===== config.mk =====
export PLATFORM = sky130hd
export DESIGN_NAME = morse_seq_ctrl
export DESIGN_NICKNAME = d
export VERILOG_FILES = /design/src/rtl/morse_pkg.sv /design/src/rtl/morse_unit_timer.sv /design/src/rtl/morse_seq_ctrl.sv
export SDC_FILE = /design/constraint.sdc
export NUM_CORES = 1
export LEC_CHECK = 0
export BUFFER_PORTS_ARGS = -buffer_cell sky130_fd_sc_hd__buf_4
export CORE_AREA = 2 2 74 76
export CTS_CLUSTER_SIZE = 20
export DETAILED_ROUTE_END_ITERATION = 8
export DIE_AREA = 0 0 76 78
export GPL_TIMING_DRIVEN = 0
export HOLD_SLACK_MARGIN = 0.06
export PLACE_DENSITY_LB_ADDON = 0.12
export SETUP_SLACK_MARGIN = 0.1
export SKIP_CTS_REPAIR_TIMING = 1
export SLEW_MARGIN = 10
export SYNTH_ARGS = -nofsm -noshare
export SYNTH_HDL_FRONTEND = slang
export SYNTH_HIERARCHICAL = 1
export SYNTH_SLANG_ARGS = --single-unit

===== constraint.sdc =====
create_clock -name clk -period 3 [get_ports clk]
set_clock_uncertainty 0.15 [all_clocks]
set_input_delay 0 -clock clk [delete_from_list [all_inputs] [get_ports clk]]
set_output_delay 0 -clock clk [all_outputs]
set_load 0.005 [all_outputs]

===== src/rtl/morse_pkg.sv =====
// Shared definitions for the Morse playback controller.
//   Symbol codes, FSM state encoding, unit lengths and a small symbol helper.
package morse_pkg;

  localparam logic [1:0] SYM_END  = 2'b00;
  localparam logic [1:0] SYM_DOT  = 2'b01;
  localparam logic [1:0] SYM_DASH = 2'b10;
  localparam logic [1:0] SYM_RSV  = 2'b11;

  // Lengths in Morse time units.
  localparam logic [1:0] DOT_U  = 2'd1;
  localparam logic [1:0] DASH_U = 2'd3;
  localparam logic [1:0] GAP_U  = 2'd1;
  localparam logic [1:0] LGAP_U = 2'd3;

  typedef enum logic [1:0] {
    StIdle = 2'd0,
    StTone = 2'd1,
    StGap  = 2'd2,
    StLgap = 2'd3
  } state_e;

  // Both the end code and the reserved code terminate a letter.
  function automatic logic sym_is_end(input logic [1:0] sym);
    return (sym == SYM_END) || (sym == SYM_RSV);
  endfunction

  // Tone length of a symbol that is known not to be an end code.
  function automatic logic [1:0] sym_units(input logic [1:0] sym);
    return (sym == SYM_DASH) ? DASH_U : DOT_U;
  endfunction

endpackage


===== src/rtl/morse_unit_timer.sv =====
// Morse unit timer.
//   Emits a one-cycle unit_tick every TICK_DIV cycles, counted from the last restart.
// Ports:
//   clk       system clock, rising edge
//   reset     asynchronous, active-high
//   restart   zero the count at the next edge (asserted on every FSM state entry)
//   unit_tick high during the last cycle of each unit
module morse_unit_timer #(
  parameter int unsigned TICK_DIV = 25000000
) (
  input  logic clk,
  input  logic reset,
  input  logic restart,
  output logic unit_tick
);

  localparam int unsigned CntW = (TICK_DIV > 1) ? $clog2(TICK_DIV) : 1;
  localparam logic [CntW-1:0] CntLast = CntW'(TICK_DIV - 1);

  logic [CntW-1:0] cnt_q;

  assign unit_tick = (cnt_q == CntLast);

  always_ff @(posedge clk or posedge reset) begin
    if (reset) begin
      cnt_q <= '0;
    end else if (restart || unit_tick) begin
      cnt_q <= '0;
    end else begin
      cnt_q <= cnt_q + CntW'(1);
    end
  end

endmodule


===== src/rtl/morse_seq_ctrl.sv =====
// Morse playback controller.
//   Accepts a 10-bit letter (five 2-bit symbols, MSB pair first) over start/ready and plays it
//   on tone with dot/dash/gap timing; exports a 4-bit completed-letter counter.
// Ports:
//   clk, reset      clock; asynchronous active-high reset
//   start, pattern  letter request and pattern, taken when start && ready
//   ready           combinational from state registers
//   busy, tone      registered: letter playing / audio enable
//   done            registered one-cycle pulse on letter completion
//   letters         registered count of completed letters (mod 16)
// Configuration:
//   MORSE_SEQ_QUEUE_EN  adds a one-entry pending letter buffer
module morse_seq_ctrl
  import morse_pkg::*;
#(
  parameter int unsigned TICK_DIV = 25000000
) (
  input  logic       clk,
  input  logic       reset,
  input  logic       start,
  input  logic [9:0] pattern,
  output logic       ready,
  output logic       busy,
  output logic       tone,
  output logic       done,
  output logic [3:0] letters
);

  state_e     state_q, state_d;
  logic [9:0] sreg_q, sreg_d;
  logic [2:0] idx_q, idx_d;
  logic [1:0] ucnt_q, ucnt_d;
  logic       tone_q, busy_q, done_q, done_d;
  logic [3:0] letters_q, letters_d;
  logic       restart, unit_tick, accept;
  logic       load;
  logic [9:0] load_pat;

`ifdef MORSE_SEQ_QUEUE_EN
  logic [9:0] pend_q, pend_d;
  logic       pend_vld_q, pend_vld_d;
  assign ready = !busy_q || !pend_vld_q;
`else
  assign ready = !busy_q;
`endif

  assign accept  = start && ready;
  assign busy    = busy_q;
  assign tone    = tone_q;
  assign done    = done_q;
  assign letters = letters_q;

  morse_unit_timer #(
    .TICK_DIV (TICK_DIV)
  ) u_timer (
    .clk       (clk),
    .reset     (reset),
    .restart   (restart),
    .unit_tick (unit_tick)
  );

  always_comb begin
    state_d   = state_q;
    sreg_d    = sreg_q;
    idx_d     = idx_q;
    ucnt_d    = ucnt_q;
    done_d    = 1'b0;
    letters_d = letters_q;
    restart   = 1'b0;
    load      = 1'b0;
    load_pat  = pattern;
`ifdef MORSE_SEQ_QUEUE_EN
    pend_d     = pend_q;
    pend_vld_d = pend_vld_q;
`endif

    unique case (state_q)
      StIdle: begin
`ifdef MORSE_SEQ_QUEUE_EN
        // A letter left in the buffer (only an empty one can be) is drained first.
        if (pend_vld_q) begin
          load       = 1'b1;
          load_pat   = pend_q;
          pend_vld_d = 1'b0;
        end else if (accept) begin
          load = 1'b1;
        end
`else
        if (accept) begin
          load = 1'b1;
        end
`endif
      end
      StTone: begin
        if (unit_tick) begin
          if (ucnt_q == sym_units(sreg_q[9:8]) - 2'd1) begin
            ucnt_d  = '0;
            restart = 1'b1;
            if (idx_q == 3'd4 || sym_is_end(sreg_q[7:6])) begin
              state_d = StLgap;
            end else begin
              state_d = StGap;
            end
          end else begin
            ucnt_d = ucnt_q + 2'd1;
          end
        end
      end
      StGap: begin
        if (unit_tick) begin
          if (ucnt_q == GAP_U - 2'd1) begin
            ucnt_d  = '0;
            restart = 1'b1;
            sreg_d  = {sreg_q[7:0], 2'b00};
            idx_d   = idx_q + 3'd1;
            state_d = StTone;
          end else begin
            ucnt_d = ucnt_q + 2'd1;
          end
        end
      end
      StLgap: begin
        if (unit_tick) begin
          if (ucnt_q == LGAP_U - 2'd1) begin
            ucnt_d    = '0;
            restart   = 1'b1;
            done_d    = 1'b1;
            letters_d = letters_q + 4'd1;
            state_d   = StIdle;
`ifdef MORSE_SEQ_QUEUE_EN
            // Chain straight into a buffered letter; an empty one waits for IDLE so that
            // its own done pulse does not collide with this one.
            if (pend_vld_q && !sym_is_end(pend_q[9:8])) begin
              load       = 1'b1;
              load_pat   = pend_q;
              pend_vld_d = 1'b0;
            end
`endif
          end else begin
            ucnt_d = ucnt_q + 2'd1;
          end
        end
      end
      default: state_d = StIdle;
    endcase

    if (load) begin
      sreg_d  = load_pat;
      idx_d   = '0;
      ucnt_d  = '0;
      restart = 1'b1;
      if (sym_is_end(load_pat[9:8])) begin
        state_d   = StIdle;
        done_d    = 1'b1;
        letters_d = letters_q + 4'd1;
      end else begin
        state_d = StTone;
      end
    end

`ifdef MORSE_SEQ_QUEUE_EN
    // Anything accepted that did not go straight into the shift register is buffered.
    if (accept && !(load && load_pat == pattern && !(state_q == StIdle && pend_vld_q)
                    && state_q == StIdle)) begin
      pend_d     = pattern;
      pend_vld_d = 1'b1;
    end
`endif
  end

  always_ff @(posedge clk or posedge reset) begin
    if (reset) begin
      state_q   <= StIdle;
      sreg_q    <= '0;
      idx_q     <= '0;
      ucnt_q    <= '0;
      tone_q    <= 1'b0;
      busy_q    <= 1'b0;
      done_q    <= 1'b0;
      letters_q <= '0;
    end else begin
      state_q   <= state_d;
      sreg_q    <= sreg_d;
      idx_q     <= idx_d;
      ucnt_q    <= ucnt_d;
      tone_q    <= (state_d == StTone);
      busy_q    <= (state_d != StIdle);
      done_q    <= done_d;
      letters_q <= letters_d;
    end
  end

`ifdef MORSE_SEQ_QUEUE_EN
  always_ff @(posedge clk or posedge reset) begin
    if (reset) begin
      pend_q     <= '0;
      pend_vld_q <= 1'b0;
    end else begin
      pend_q     <= pend_d;
      pend_vld_q <= pend_vld_d;
    end
  end
`endif

endmodule


# Word level (Yosys, flattened, before mapping)

Index checks and enable logic that the tools add are counted.

Output and inout bits: 8
Word-level logic and storage cells: 91
Bits in registers: 49
Input port bits: 13

Equal/unequal tests: 14
Add/sub/neg operators: 5
Multiplexer cells: 46
Reduce and logical (&&, ||, !) cells: 17

Operators with widths:

| operator              | number |
|---|---|
| $mux 10               | 4 |
| $mux 2                | 15 |
| $add 25x1->25 const B | 1 |
| $eq 25x25->1 const B  | 1 |
| $mux 25               | 1 |
| $mux 4                | 5 |
| $mux 1                | 14 |
| $eq 2x2->1 const B    | 6 |
| $mux 3                | 4 |
| $pmux 2 s3            | 2 |
| $ne 3x2->1 const B    | 3 |
| $logic_not 2->1       | 4 |
| $reduce_bool 2->1     | 4 |
| $add 4x1->4 const B   | 1 |
| $eq 2x1->1 const B    | 2 |
| $logic_or 1x1->1      | 4 |
| $reduce_and 4->1      | 1 |
| $reduce_bool 4->1     | 1 |
| $add 3x1->3 const B   | 1 |
| $eq 3x3->1 const B    | 1 |
| $pmux 1 s3            | 1 |
| $reduce_and 3->1      | 1 |
| $add 2x1->2 const B   | 1 |
| $eq 2x2->1            | 1 |
| 3 further kinds       | 3 |

# Logic depth before layout (Yosys ltp)

Depth after elaboration: 10
Gate-level depth with buffers: 11
Depth with buffers taken out: 10

# Cells and area by module

The synthesis kept the hierarchy.

Modules (own cells, without submodules):

| module           | cells an instance | area each (um^2) | instances |
|---|---|---|---|
| morse_seq_ctrl   | 135               | 1,373.8          | 1 |
| morse_unit_timer | 139               | 1,282.5          | 1 |

# Worst setup path after synthesis

No wires, ideal clock.

Path kind: register -> register
From: register u_timer.cnt_q[10]
To: register u_timer.cnt_q[10]
Data arrival time: 2.640 ns
Slack: 0.088 ns
Clock period less this slack: 2.912 ns
Required time: 2.728 ns
Cell stages (with the launch flop): 10
Library setup time: 0.122 ns
Path through: dfrtp_1 or4_1 nor4_1 nor2b_1 nand2_1 o21ai_0 inv_1 o41ai_2 buf_2 nor2_1

Cells in the longest elaborated chain, start to end: 6
Elaborated cells between the ends (all ways): 9

Ends and longest elaborated chain:

| item                             | line                                                               | text |
|---|---|---|
| from (decl)                      | morse_unit_timer.sv:20                                             | `logic [CntW-1:0] cnt_q;` |
| from (signal assigned)           | morse_unit_timer.sv:30                                             | `cnt_q <= cnt_q + CntW'(1);` |
| $eq 25x25->1 *                   | morse_unit_timer.sv:22                                             | `assign unit_tick = (cnt_q == CntLast);` |
| net unit_tick                    | morse_seq_ctrl.sv:35                                               | `logic restart, unit_tick, accept;` |
| $mux 1, on equally long branches | morse_seq_ctrl.sv:123, morse_seq_ctrl.sv:95, morse_seq_ctrl.sv:110 |  |
| $pmux 1 s3 *                     | morse_seq_ctrl.sv:77                                               | `unique case (state_q)` |
| $mux 1 *                         | morse_seq_ctrl.sv:147                                              | `if (load) begin` |
| net restart                      | morse_seq_ctrl.sv:35                                               |  |
| $logic_or 1x1->1 *               | morse_unit_timer.sv:27                                             | `end else if (restart \|\| unit_tick) begin` |
| $mux 25 *                        | morse_unit_timer.sv:27                                             |  |

The timed path passes the listed nets; every way through them passes the cells marked *.
A chain may end at the register's enable or synchronous reset.

# Worst setup path after layout

From: register u_timer.cnt_q[0]
To: register u_timer.cnt_q[8]

The elaborated chain is that of the path after synthesis.

==> impl_metrics.py <==
metrics = {
    "run_status": {
        "status": "finished, final reports clean",
    },
    "clock_network": {
        "numClockSinks": 49,
        "htree_num_levels": 2,
        "clk_path_buf_depth": 2,
        "clock_latency_ns": 0.31,
        "cts_buffers": 5,
        "ctsRootBufferMaster": "clkbuf_8",
        "cts_tree": "yes",
        "path_clk_slew_ns": 0.09,
    },
    "power_and_ir_drop": {
        "vdd_drop_max_mv": 0.339,
        "total_power_mw": 1.27,
        "p_leak_nw": 1.44,
        "power_density_nw_per_um2": 398,
    },
    "finish": {
        "syn2layout_area_growth_pct": 19.9,
        "fillers": 426,
        "drive_above_1_share_pct": 14.9,
        "fin_nets": 340,
        "stdcell_count": 386,
        "n_antenna_cell": 0,
        "seq_area_sq_um": 1230,
        "multi_input_area_sq_um": 1350,
    },
    "yosys": {
        "synth_cells": 274,
        "synth-main-ff-cell": "dfrtp_1",
        "synthTopCellsByArea": "dfrtp_1 (46%), ha_1 (5.7%), nor2_1 (4.8%)",
        "synth_cell_type_count": 45,
        "synth_top_area_share_pct": 46.2,
        "ys_top_cells_by_count": "dfrtp_1 (49), nor2_1 (34), a21oi_1 (20)",
        "post-synth-top-area-cell": "dfrtp_1",
        "ys_seq_area_share_pct": 46.2,
        "async_reset_ff_share_pct": 100,
        "yosysMostFrequentCell": "dfrtp_1",
        "syn_area_sq_um": 2660,
        "syn_area_per_cell_sq_um": 9.69,
        "synth_edf_count": 0,
        "synth-seq-cells": 49,
        "syn-num-nets": 299,
        "yosys_warnings": 6,
    },
    "sta": {
        "hold_ws_ns": 0.107,
        "tightestPinTransition_ns": 0.936,
        "period_share_pct": 91.4,
        "final-hold-violation-count": 0,
        "fmax_mhz": 365,
        "rsz0062_at_grt": "yes",
        "slew_violations": 0,
        "maxSlewHeadroom_pct": 37.5,
        "period_needed_ns": 2.74,
        "setup_viol_count_final": 0,
        "timing.setup.tns_ns": 0,
        "setup_ws_ns": 0.257,
    },
    "floorplanning": {
        "die_h_um": 78,
        "fp.dieW_um": 76,
        "boundaryPins": 21,
        "rows": 26,
        "initial_core_util_pct": 52.7,
        "die_area_sq_um": 5930,
        "core_area_sq_um": 5040,
    },
    "grt": {
        "grt_usage_pct": 18.6,
        "grt_pass1_vias": 1978,
        "antenna_found_initial": 0,
        "grt_overflow": 0,
        "grt_max_degree": 26,
        "grt_pass1_wl_um": 8780,
    },
    "critical_path": {
        "r2r_setup_slack_ns": 0.26,
        "worstPathArrival_ns": 2.79,
        "reg2reg_to": "u_timer/cnt_q[8]$_DFF_PP0_",
        "cp.required_ns": 3.05,
        "cp_max_fo": 10,
        "reg2reg_depth": 11,
        "startpoint_type": "flip-flop",
        "cp-end-kind": "flip-flop",
        "r2r-start": "u_timer/cnt_q[0]$_DFF_PP0_",
        "worstSetupPathType": "reg2reg",
    },
    "worst_hold_path": {
        "hold_start": "start",
        "hold_depth": 3,
        "hold_path_class": "in2reg",
        "hold_end": "done$_DFF_PP0_",
    },
    "routing": {
        "topRoutingLayerUsed": "met4",
        "viasPerCell": 5.49,
        "met2WireLength_um": 2630,
        "wl_met1_um": 2430,
        "final_antenna_net_count": 0,
        "drt-initial-drc-count": 99,
        "wl_um": 5290,
        "dr_wl_met3_um": 159,
        "wl_per_cell_um": 13.7,
        "drt-pass1-iter-count": 4,
        "vias": 2121,
        "drc_errors": 0,
    },
    "place": {
        "dp_slack_ns": -0.175,
        "post-place-cells": 364,
        "hpwl_um": 3710,
        "place.gp.congestion": 0.795,
        "portBuffers": 20,
    },
    "flow_run": {
        "max_cap_violations": 0,
    },
}
-- sequential cells by signal, summed over array words and instances (netlist names) --
signal,count
u_timer/cnt_q,25
sreg_q,10
letters,4
idx_q,3
state_q,2
ucnt_q,2
busy,1
done,1
tone,1
-- layout make-up --
class / instances / area share [%]
buffer: 11 / 1.77
clock buffer: 5 / 2.16
clock inverter: 3 / 2.16
inverter: 13 / 1.53
multi-input combinational: 201 / 42.3
sequential: 49 / 38.5
tap: 70 / 2.75
timing repair buffer: 34 / 8.80
-- how the worst max path moves through the flow --
| stage | from | end | slack [ns] | cells after the start |
|---|---|---|---|---|
| after detailed placement | u_timer/cnt_q[7]$_DFF_PP0_ | u_timer/cnt_q[11]$_DFF_PP0_ | -0.17 | 9 |
| after floorplan | u_timer/cnt_q[10]$_DFF_PP0_ | u_timer/cnt_q[10]$_DFF_PP0_ | 0.28 | 9 |
| after global placement | u_timer/cnt_q[7]$_DFF_PP0_ | u_timer/cnt_q[4]$_DFF_PP0_ | -0.15 | 9 |
| after CTS | u_timer/cnt_q[10]$_DFF_PP0_ | u_timer/cnt_q[5]$_DFF_PP0_ | -0.20 | 9 |
| after global routing | u_timer/cnt_q[0]$_DFF_PP0_ | u_timer/cnt_q[8]$_DFF_PP0_ | 0.07 | 11 |
| final | u_timer/cnt_q[0]$_DFF_PP0_ | u_timer/cnt_q[8]$_DFF_PP0_ | 0.26 | 11 |
-- cells in the final DEF, fill, tap and decap left out, types with 11 or more instances in the layout --
| cell | count |
|---|---|
| inv_1 | 13 |
| nand2_1 | 15 |
| nor2_1 | 34 |
| xnor2_1 | 13 |
| nand3_1 | 12 |
| ha_1 | 12 |
| dfrtp_1 | 49 |
| a21oi_1 | 20 |
| buf_4 | 24 |
| dlygate4sd3_1 | 11 |
-- worst max-delay path: stages, from the launching register on --
cell,delay (ns)
dfrtp_1,0.39
ha_1,0.25
nand2_1,0.07
or2_2,0.35
nor4_4,0.36
nor2b_2,0.29
nand2_1,0.07
o21ai_0,0.14
inv_1,0.07
o41ai_2,0.13
buf_4,0.30
nor2_1,0.07
-- power by group --
part           switching, mW  leakage (nW)  internal (mW)
Sequential                 0         0.581          0.660
Clock                  0.233        0.0687          0.336
Combinational         0.0183         0.793         0.0198
-- metrics by stage --
step | area (sq um) | utilization [%]
CTS | 3040 | 60.2
finish | 3180 | 63.2
detailed placement | 2900 | 57.5
global route | 3180 | 63.2
global placement | 2900 | 57.5
floorplan | 2660 | -
-- cell families (layout without fill, tap and decap cells) --
logic type	count (synthesis)	after routing	share of synthesized area, %
mux	11	11	4.19
simple gates	101	101	19.3
xor+xnor	21	21	6.92
flops	49	49	46.2
buf+inv	24	66	3.77
compound gates	56	56	14.0
fa+ha+maj	12	12	5.65
-- layer usage --
metal | track usage, % | vias to the layer above
li1 | - | 1057
met1 | 23.4 | 1025
met2 | 31.9 | 35
met3 | 3.84 | 4
met4 | 6.55 | 0
met5 | 0 | -
(Power assumes the default switching activity.)
